--- config.mk ---
export PLATFORM = sky130hd
export DESIGN_NAME = vga_scan_ctrl
export DESIGN_NICKNAME = d
export VERILOG_FILES = /design/src/rtl/vga_pkg.sv /design/src/rtl/delay_line.sv /design/src/rtl/vga_scan_ctrl.sv
export SDC_FILE = /design/constraint.sdc
export NUM_CORES = 1
export LEC_CHECK = 0
export CORE_MARGIN = 5
export CORE_UTILIZATION = 40
export CTS_CLUSTER_SIZE = 14
export DETAILED_ROUTE_END_ITERATION = 10
export MAX_ROUTING_LAYER = met4
export PLACE_DENSITY = 0.66
export SYNTH_ARGS = -nofsm -noshare
export SYNTH_HDL_FRONTEND = slang
export SYNTH_SLANG_ARGS = --single-unit
--- constraint.sdc ---
create_clock -name clk -period 4.6 [get_ports clk]
set_input_delay 0.46 -clock clk [delete_from_list [all_inputs] [get_ports clk]]
set_output_delay 0.46 -clock clk [all_outputs]
set_load 0.005 [all_outputs]
--- src/rtl/vga_pkg.sv ---
// Shared VGA timing defaults, counter type and the
// alignment bundle carried through the ROM-latency pipeline.
package vga_pkg;

  localparam int H_ACTIVE_DEF = 640;
  localparam int H_FP_DEF     = 16;
  localparam int H_SYNC_DEF   = 96;
  localparam int H_BP_DEF     = 48;

  localparam int V_ACTIVE_DEF = 480;
  localparam int V_FP_DEF     = 10;
  localparam int V_SYNC_DEF   = 2;
  localparam int V_BP_DEF     = 33;

  localparam int ROM_LAT_DEF  = 2;
  localparam int CNT_W        = 10;

  typedef logic [CNT_W-1:0] cnt_t;

  typedef struct packed {
    logic act;
    logic hs;
    logic vs;
    logic fs;
  } tim_t;

  function automatic int total(
    input int act,
    input int fp,
    input int sync,
    input int bp
  );
    return act + fp + sync + bp;
  endfunction

  localparam int H_TOTAL =
    total(H_ACTIVE_DEF, H_FP_DEF, H_SYNC_DEF, H_BP_DEF);
  localparam int V_TOTAL =
    total(V_ACTIVE_DEF, V_FP_DEF, V_SYNC_DEF, V_BP_DEF);

endpackage

--- src/rtl/delay_line.sv ---
// Fixed-depth register pipeline with a per-bit reset value,
// used to align timing strobes with the ROM read latency.
module delay_line #(
  parameter int               WIDTH   = 1,
  parameter int               DEPTH   = 1,
  parameter logic [WIDTH-1:0] RST_VAL = '0
) (
  input  logic             clk,
  input  logic             rst_n,
  input  logic [WIDTH-1:0] d_i,
  output logic [WIDTH-1:0] q_o
);

  logic [WIDTH-1:0] pipe_q [DEPTH];

  always_ff @(posedge clk or negedge rst_n) begin
    if (!rst_n) begin
      for (int i = 0; i < DEPTH; i++) begin
        pipe_q[i] <= RST_VAL;
      end
    end else begin
      pipe_q[0] <= d_i;
      for (int i = 1; i < DEPTH; i++) begin
        pipe_q[i] <= pipe_q[i-1];
      end
    end
  end

  assign q_o = pipe_q[DEPTH-1];

endmodule

--- src/rtl/vga_scan_ctrl.sv ---
// VGA raster scanner: h/v counters, tile ROM addressing and
// sync/colour outputs aligned to the ROM read latency.
module vga_scan_ctrl
  import vga_pkg::*;
#(
  parameter int H_ACTIVE = H_ACTIVE_DEF,
  parameter int H_FP     = H_FP_DEF,
  parameter int H_SYNC   = H_SYNC_DEF,
  parameter int H_BP     = H_BP_DEF,
  parameter int V_ACTIVE = V_ACTIVE_DEF,
  parameter int V_FP     = V_FP_DEF,
  parameter int V_SYNC   = V_SYNC_DEF,
  parameter int V_BP     = V_BP_DEF,
  parameter int ROM_LAT  = ROM_LAT_DEF
) (
  input  logic        clk,
  input  logic        rst_n,
  output logic        rom_en,
  output logic [6:0]  rom_x,
  output logic [5:0]  rom_y,
  input  logic [11:0] rom_color,
  output logic [3:0]  vga_r,
  output logic [3:0]  vga_g,
  output logic [3:0]  vga_b,
  output logic        hsync,
  output logic        vsync,
  output logic        frame_start
);

  localparam int HT = total(H_ACTIVE, H_FP, H_SYNC, H_BP);
  localparam int VT = total(V_ACTIVE, V_FP, V_SYNC, V_BP);

  localparam cnt_t H_LAST = cnt_t'(HT - 1);
  localparam cnt_t V_LAST = cnt_t'(VT - 1);
  localparam cnt_t H_ACT  = cnt_t'(H_ACTIVE);
  localparam cnt_t V_ACT  = cnt_t'(V_ACTIVE);
  localparam cnt_t HS_LO  = cnt_t'(H_ACTIVE + H_FP);
  localparam cnt_t HS_HI  = cnt_t'(H_ACTIVE + H_FP + H_SYNC);
  localparam cnt_t VS_LO  = cnt_t'(V_ACTIVE + V_FP);
  localparam cnt_t VS_HI  = cnt_t'(V_ACTIVE + V_FP + V_SYNC);

  localparam tim_t TIM_RST = '{
    act: 1'b0, hs: 1'b1, vs: 1'b1, fs: 1'b0
  };

  cnt_t        h_q, h_d;
  cnt_t        v_q, v_d;
  logic        active;
  logic        act_q;
  tim_t        tim_c;
  tim_t        tim_dly;
  logic [11:0] rgb_q;
  logic        hs_q;
  logic        vs_q;
  logic        fs_q;

  always_comb begin
    h_d = h_q + cnt_t'(1);
    v_d = v_q;
    if (h_q == H_LAST) begin
      h_d = '0;
      v_d = (v_q == V_LAST) ? '0 : v_q + cnt_t'(1);
    end
  end

  always_ff @(posedge clk or negedge rst_n) begin
    if (!rst_n) begin
      h_q   <= '0;
      v_q   <= '0;
      act_q <= 1'b0;
    end else begin
      h_q   <= h_d;
      v_q   <= v_d;
      act_q <= active;
    end
  end

  assign active = (h_q < H_ACT) && (v_q < V_ACT);

  // Held off in reset; one extra clock flushes the last pixel
  assign rom_en = (active | act_q) & rst_n;
  assign rom_x  = h_q[9:3];
  assign rom_y  = v_q[8:3];

  always_comb begin
    tim_c     = TIM_RST;
    tim_c.act = active;
    tim_c.hs  = !((h_q >= HS_LO) && (h_q < HS_HI));
    tim_c.vs  = !((v_q >= VS_LO) && (v_q < VS_HI));
    tim_c.fs  = (h_q == '0) && (v_q == '0);
  end

  delay_line #(
    .WIDTH   ($bits(tim_t)),
    .DEPTH   (ROM_LAT),
    .RST_VAL (TIM_RST)
  ) u_align (
    .clk   (clk),
    .rst_n (rst_n),
    .d_i   (tim_c),
    .q_o   (tim_dly)
  );

  always_ff @(posedge clk or negedge rst_n) begin
    if (!rst_n) begin
      rgb_q <= '0;
      hs_q  <= 1'b1;
      vs_q  <= 1'b1;
      fs_q  <= 1'b0;
    end else begin
      rgb_q <= tim_dly.act ? rom_color : '0;
      hs_q  <= tim_dly.hs;
      vs_q  <= tim_dly.vs;
      fs_q  <= tim_dly.fs;
    end
  end

  assign {vga_r, vga_g, vga_b} = rgb_q;
  assign hsync       = hs_q;
  assign vsync       = vs_q;
  assign frame_start = fs_q;

endmodule
==> qor.json, run 1 <==
{
  "number_of_antenna_violations_at_the_first_check_in_global_routing": {"value": 0},
  "core": {"value": 4440, "unit": "µm²"},
  "finish.net_count": {"value": 209},
  "vias": {"value": 1235},
  "critical_path.top_delay_family": {"value": "simple AND/OR/NAND/NOR gates"},
  "finalWirelength": {"value": 3570, "unit": "µm"},
  "post_cts.repair.setup_buffers": {"value": 0},
  "routedWlPerCell": {"value": 14.6, "unit": "µm"},
  "detail_route.first_pass.iterations": {"value": 3},
  "numPortBuffers": {"value": 42},
  "tritoncts": {"value": "built"},
  "clk-insertion-delay-late": {"value": 0.29, "unit": "ns"},
  "final_hold_viol_count": {"value": 0},
  "instances_no_fill": {"value": 244},
  "yosysTopAreaCellShare": {"value": 49.5, "unit": "%"},
  "antenna_cells": {"value": 0},
  "final_cell_mix": {"value": "clkdlybuf4s50_1, dfrtp_1, and2_1, nor2_1, xnor2_1"},
  "worstReg2RegStart": {"value": "h_q[0]"},
  "cp.arrival": {"value": 1.94, "unit": "ns"},
  "most_used_flip_flop_cell_after_synthesis": {"value": "dfrtp_1"},
  "worstPathMaxFanout": {"value": 7},
  "chipWidth": {"value": 78.4, "unit": "µm"},
  "overflow_after_grt": {"value": 0},
  "regToRegEndpoint": {"value": "v_q[4]"},
  "numCtsBuffers": {"value": 5},
  "ff2ff_path_depth": {"value": 5},
  "fin_ws": {"value": 2.20, "unit": "ns"},
  "synth-edff-count": {"value": 0},
  "drt_drc_violations_left": {"value": 0},
  "rsz_0062_raised_after_global_routing": {"value": "false"},
  "clock_skew": {"value": 0.00471, "unit": "ns"},
  "comb_power_share": {"value": 4.8, "unit": "%"},
  "timing.reg2reg.setup_slack": {"value": 2.43, "unit": "ns"},
  "mappedNetlistNets": {"value": 174},
  "power.leakage": {"value": 0.00104, "unit": "µW"},
  "grt_pass1_vias": {"value": 1260},
  "clock_tree.root_cell": {"value": "clkbuf_8"},
  "clkPwrFrac": {"value": 41.6, "unit": "%"},
  "cp_cell_sequence": {"value": "and4_1, nor3_1, o21a_1, clkdlybuf4s50_1"},
  "synth-warning-count": {"value": 0},
  "syn_avg_cell_area": {"value": 12.0, "unit": "µm²"},
  "post_dr_vias_cell": {"value": 5.06},
  "yosysUniqueCellTypes": {"value": 35},
  "largest_net_degree_at_the_start_of_global_routing": {"value": 45},
  "initial_utilization": {"value": 42.1, "unit": "%"},
  "worst_path_max_delay_cell": {"value": "clkdlybuf4s50_1"},
  "finalSetupTns": {"value": 0, "unit": "ns"},
  "clk_transition_reported_paths": {"value": 0.08, "unit": "ns"},
  "most_common_cell_after_layout_fill_and_taps_aside": {"value": "clkdlybuf4s50_1"},
  "setup_viol": {"value": 0},
  "maximum_clock_frequency": {"value": 416, "unit": "MHz"},
  "critical_path.max_stage_delay": {"value": 0.49, "unit": "ns"},
  "vdd_drop_max": {"value": 110, "unit": "µV"},
  "synth_top_area_cell": {"value": "dfrtp_1"},
  "hp-class": {"value": "input port to asynchronous set/reset pin"},
  "grt_pass1_wl": {"value": 6140, "unit": "µm"},
  "synthesis.instances": {"value": 156},
  "power_density": {"value": 304, "unit": "nW/µm²"},
  "clock_tree_buffer_depth": {"value": 2},
  "finalMaxSlewViolations": {"value": 0},
  "internal-power": {"value": 581, "unit": "µW"},
  "power.share.switching": {"value": 19.1, "unit": "%"},
  "finalWorstPathRequiredPeriod": {"value": 2.40, "unit": "ns"},
  "critical_path_class": {"value": "flip-flop to primary output"},
  "async_reset_ff_share": {"value": 100, "unit": "%"},
  "worst_ep_required_time": {"value": 4.14, "unit": "ns"},
  "clock_sinks": {"value": 43},
  "place.detailed.instances": {"value": 236},
  "worstSetupStartpointType": {"value": "flip-flop"},
  "dp_slack": {"value": 2.42, "unit": "ns"},
  "num_rows": {"value": 24},
  "die_area": {"value": 6140, "unit": "µm²"},
  "gpl.final_weighted_congestion": {"value": 0.788},
  "post-dp-hpwl": {"value": 2600, "unit": "µm"},
  "boundaryPins": {"value": 43},
  "crit_path_start": {"value": "v_q[5]"},
  "htreeDepth": {"value": 2},
  "outcome": {"value": "completed"},
  "holdBufCountCts": {"value": 0},
  "die_height": {"value": 78.4, "unit": "µm"},
  "grt.total_usage": {"value": 13.5, "unit": "%"},
  "postCtsResizedCells": {"value": 0},
  "cp_num_buf_inv": {"value": 1},
  "critPathCaptureType": {"value": "primary output"},
  "share_of_total_power_in_sequential_cells": {"value": 53.5, "unit": "%"},
  "synth-seq-cells": {"value": 43},
  "netSwitchingPower": {"value": 137, "unit": "µW"},
  "min_period_over_period": {"value": 52.2, "unit": "%"},
  "number_of_max_capacitance_violations_reported": {"value": 0},
  "worst_pin_slew": {"value": 0.800, "unit": "ns"},
  "mappedNetlistArea": {"value": 1870, "unit": "µm²"},
  "leading_post_synthesis_cells_by_cell_area": {"value": "dfrtp_1, dfstp_2, buf_4, and2_1, xnor2_1"},
  "area.growth.synth_to_final": {"value": 26.4, "unit": "%"},
  "max-slew-margin-rel": {"value": 46.3, "unit": "%"},
  "postRouteAntennaNets": {"value": 0},
  "final_layout_size_suffix_gt1_share": {"value": 10.4, "unit": "%"},
  "synth_sequential_area_ratio": {"value": 58.0, "unit": "%"},
  "drt_iter0_drc": {"value": 72}
}
[cell usage after synthesis (4+ instances only)]
cell,n
dfrtp_1,37
and2_1,15
buf_4,13
nor2_1,10
xnor2_1,9
nand4_1,7
dfstp_2,6
inv_1,6
nand3_1,5
and3_1,4
ha_1,4
nand2_1,4
[stage by stage]
step,area (µm²),utilization [%],total power [µW],hold WS [ns]
6_report,2360,53.2,718,0.235
5_1_grt,2360,53.2,756,0.270
4_1_cts,2360,53.2,732,0.238
3_5_place_dp,2240,50.5,427,0.347
3_3_place_gp,2240,50.5,427,0.332
2_1_floorplan,1870,-,397,0.164
[cell families (layout without fill, tap and decap cells)]
family / after synthesis / after routing / share of synthesized area (%)
AOI/OAI and AO/OA: 10 / 10 / 4.02
xor gates and xnor gates: 11 / 11 / 5.15
adders and majority gates: 4 / 4 / 2.68
buffers and inverters: 21 / 57 / 7.23
DFF: 43 / 43 / 58.0
muxes: 4 / 4 / 2.28
and+or+nand+nor: 63 / 63 / 20.7
[metal layers]
| metal | wire, µm | up-vias | part of all wire [%] | GRT usage, % |
|---|---|---|---|---|
| li1 | - | 599 | - | - |
| met1 | 1630 | 591 | 46 | 15.3 |
| met2 | 1640 | 40 | 46 | 21.0 |
| met3 | 234 | 5 | 6.6 | 5.26 |
| met4 | 62 | 0 | 1.7 | 6.47 |
| met5 | 0 | - | 0 | - |
[area by class of cell]
cell class	count	area, µm²
fillers	398	2080
multi-input cells	92	651
clock buffers	6	82.6
clock inverters	2	35.0
repair buffers	43	423
well taps	52	65.1
inverters	6	22.5
flip-flops and latches	43	1080
[registers in the layout, indices dropped and copies added, names as in the netlist]
register and flops:
frame_start 1, act_q 1, vsync 1, u_align.q_o 4, hsync 1, v_q 10, u_align.pipe_q 3, rgb_q 12
h_q 10
[power by group through the flow]
stage,registers (µW),logic (µW),clock network [µW]
finish,385,34.7,299
global route,385,38.3,332
CTS,385,35.9,312
detailed placement,392,35.5,0
global placement,392,35.1,0
floorplan,393,4.00,0
[how the worst max path moves through the flow]
stage	endpoint	slack (ns)	depth (start not counted)
finish	rom_en	2.20	4
global route	rom_en	2.03	4
CTS	rom_en	2.16	4
detailed placement	v_q[4]	2.42	5
global placement	rom_en	2.45	4
floorplan	v_q[4]	2.90	5
(Power assumes the default switching activity.)
==> run 2, diff against run 1 <==
Clock period 4.6 ns to 2.4 ns, I/O delays scaled along.
==> qor.json, run 2 (synthesized netlist as in run 1, its figures left out) <==
{
  "holdBufCountCts": {"value": 0},
  "htreeDepth": {"value": 2},
  "numCtsBuffers": {"value": 5},
  "number_of_antenna_violations_at_the_first_check_in_global_routing": {"value": 0},
  "initial_utilization": {"value": 42.1, "unit": "%"},
  "worst_pin_slew": {"value": 0.522, "unit": "ns"},
  "largest_net_degree_at_the_start_of_global_routing": {"value": 44},
  "critPathCaptureType": {"value": "primary output"},
  "largest_registers_ranked_by_flip_flop_count": {"value": "rgb_q x12, h_q x10, v_q x10"},
  "power.leakage": {"value": 0.00102, "unit": "µW"},
  "n_fill_cell": {"value": 405},
  "num_rows": {"value": 24},
  "final_cell_mix": {"value": "clkdlybuf4s50_1, dfrtp_1, and2_1, nor2_1, xnor2_1"},
  "clock_skew": {"value": 0.00307, "unit": "ns"},
  "finish.utilization": {"value": 52.6, "unit": "%"},
  "gpl.final_weighted_congestion": {"value": 0.799},
  "numPortBuffers": {"value": 42},
  "boundaryPins": {"value": 43},
  "power": {"value": 1240, "unit": "µW"},
  "worstPathMaxFanout": {"value": 7},
  "clock_tree_buffer_depth": {"value": 2},
  "finalWorstPathRequiredPeriod": {"value": 2.11, "unit": "ns"},
  "area.growth.synth_to_final": {"value": 25.0, "unit": "%"},
  "die_area": {"value": 6140, "unit": "µm²"},
  "grt_pass1_wl": {"value": 6110, "unit": "µm"},
  "clk-insertion-delay-late": {"value": 0.29, "unit": "ns"},
  "post_dp_cell_area": {"value": 2250, "unit": "µm²"},
  "final_layout_size_suffix_gt1_share": {"value": 10.4, "unit": "%"},
  "top_register": {"value": "rgb_q"},
  "maximum_clock_frequency": {"value": 473, "unit": "MHz"},
  "core": {"value": 4440, "unit": "µm²"},
  "min_period_over_period": {"value": 88.1, "unit": "%"},
  "antenna_cells": {"value": 0},
  "die_height": {"value": 78.4, "unit": "µm"},
  "finalSetupTns": {"value": 0, "unit": "ns"},
  "number_of_max_capacitance_violations_reported": {"value": 0},
  "routedWlPerCell": {"value": 14.4, "unit": "µm"},
  "finalWirelength": {"value": 3530, "unit": "µm"},
  "finish.net_count": {"value": 210},
  "postRouteAntennaNets": {"value": 0},
  "worst_ep_required_time": {"value": 2.16, "unit": "ns"},
  "postCtsResizedCells": {"value": 0},
  "max-slew-margin-rel": {"value": 65.2, "unit": "%"},
  "clk_transition_reported_paths": {"value": 0.08, "unit": "ns"},
  "grt_pass1_vias": {"value": 1269},
  "grt.total_usage": {"value": 12.8, "unit": "%"},
  "chipWidth": {"value": 78.4, "unit": "µm"},
  "worstSetupStartpointType": {"value": "flip-flop"},
  "post_cts.repair.setup_buffers": {"value": 0},
  "clock_tree.root_cell": {"value": "clkbuf_8"},
  "power_density": {"value": 531, "unit": "nW/µm²"},
  "overflow_after_grt": {"value": 0},
  "vias": {"value": 1245},
  "multiInputGateArea": {"value": 651, "unit": "µm²"},
  "detail_route.first_pass.iterations": {"value": 4},
  "setup_viol": {"value": 0},
  "sequential_cell_area": {"value": 1080, "unit": "µm²"},
  "vdd_drop_max": {"value": 309, "unit": "µV"},
  "finish.instance_area": {"value": 2340, "unit": "µm²"},
  "drt_drc_violations_left": {"value": 0},
  "clock_sinks": {"value": 43},
  "final_hold_viol_count": {"value": 0},
  "flip_flop_count_of_the_largest_register_after_layout": {"value": 12},
  "outcome": {"value": "completed"},
  "post-dp-hpwl": {"value": 2670, "unit": "µm"},
  "drt_iter0_drc": {"value": 53},
  "critical_path_class": {"value": "flip-flop to primary output"},
  "most_common_cell_after_layout_fill_and_taps_aside": {"value": "clkdlybuf4s50_1"},
  "cp.arrival": {"value": 1.87, "unit": "ns"},
  "finalMaxSlewViolations": {"value": 0},
  "post_dr_vias_cell": {"value": 5.08},
  "hp-class": {"value": "input port to asynchronous set/reset pin"},
  "rsz_0062_raised_after_global_routing": {"value": "false"},
  "tritoncts": {"value": "built"}
}
run 2: path summary, 6_finish.rpt:
path,from,to,slack (ns),cells past startpoint
max,v_q[5],rom_en,0.29,4
min,rst_n,v_q[9],0.05,2
max reg2reg,h_q[0],v_q[7],0.51,6
min reg2reg,u_align.pipe_q[4],u_align.q_o[0],0.35,0
max in group asynchronous,rst_n,u_align.q_o[1],1.98,2
min in group clk,u_align.pipe_q[4],u_align.q_o[0],0.35,0
run 2: per-stage QoR:
step	hold WS [ns]	std cells	setup WS, ns
2_1_floorplan	-0.0556	156	0.697
3_3_place_gp	0.334	237	0.574
3_5_place_dp	0.336	237	0.516
4_1_cts	0.0760	245	0.260
5_1_grt	0.0968	245	0.132
6_report	0.0549	245	0.285
run 2: where the power goes:
group | switching (µW) | total (µW) | internal, µW
Combinational | 24.5 | 66.8 | 42.3
Clock | 234 | 437 | 203
Sequential | 2.59 | 737 | 735
run 2: final cells by class:
class / instances / share of cell area, %
flip-flops and latches: 43 / 46.4
multi-input cells: 92 / 27.8
repair buffers: 44 / 18.4
clock buffers: 6 / 3.10
well taps: 52 / 2.78
inverters: 6 / 0.964
clock inverters: 2 / 0.535
run 2: worst max-delay path, stage by stage, from the launching register on:
cell and delay [ns]:
dfrtp_1 0.45, and4_1 0.27, nor3_1 0.23, o21a_1 0.14
clkdlybuf4s50_1 0.50
run 2: metal layers:
layer | GRT usage [%] | routed length [µm] | up-vias
li1 | - | - | 594
met1 | 17.1 | 1720 | 601
met2 | 18.6 | 1520 | 43
met3 | 4.46 | 249 | 7
met4 | 3.67 | 38 | 0
met5 | - | 0 | -
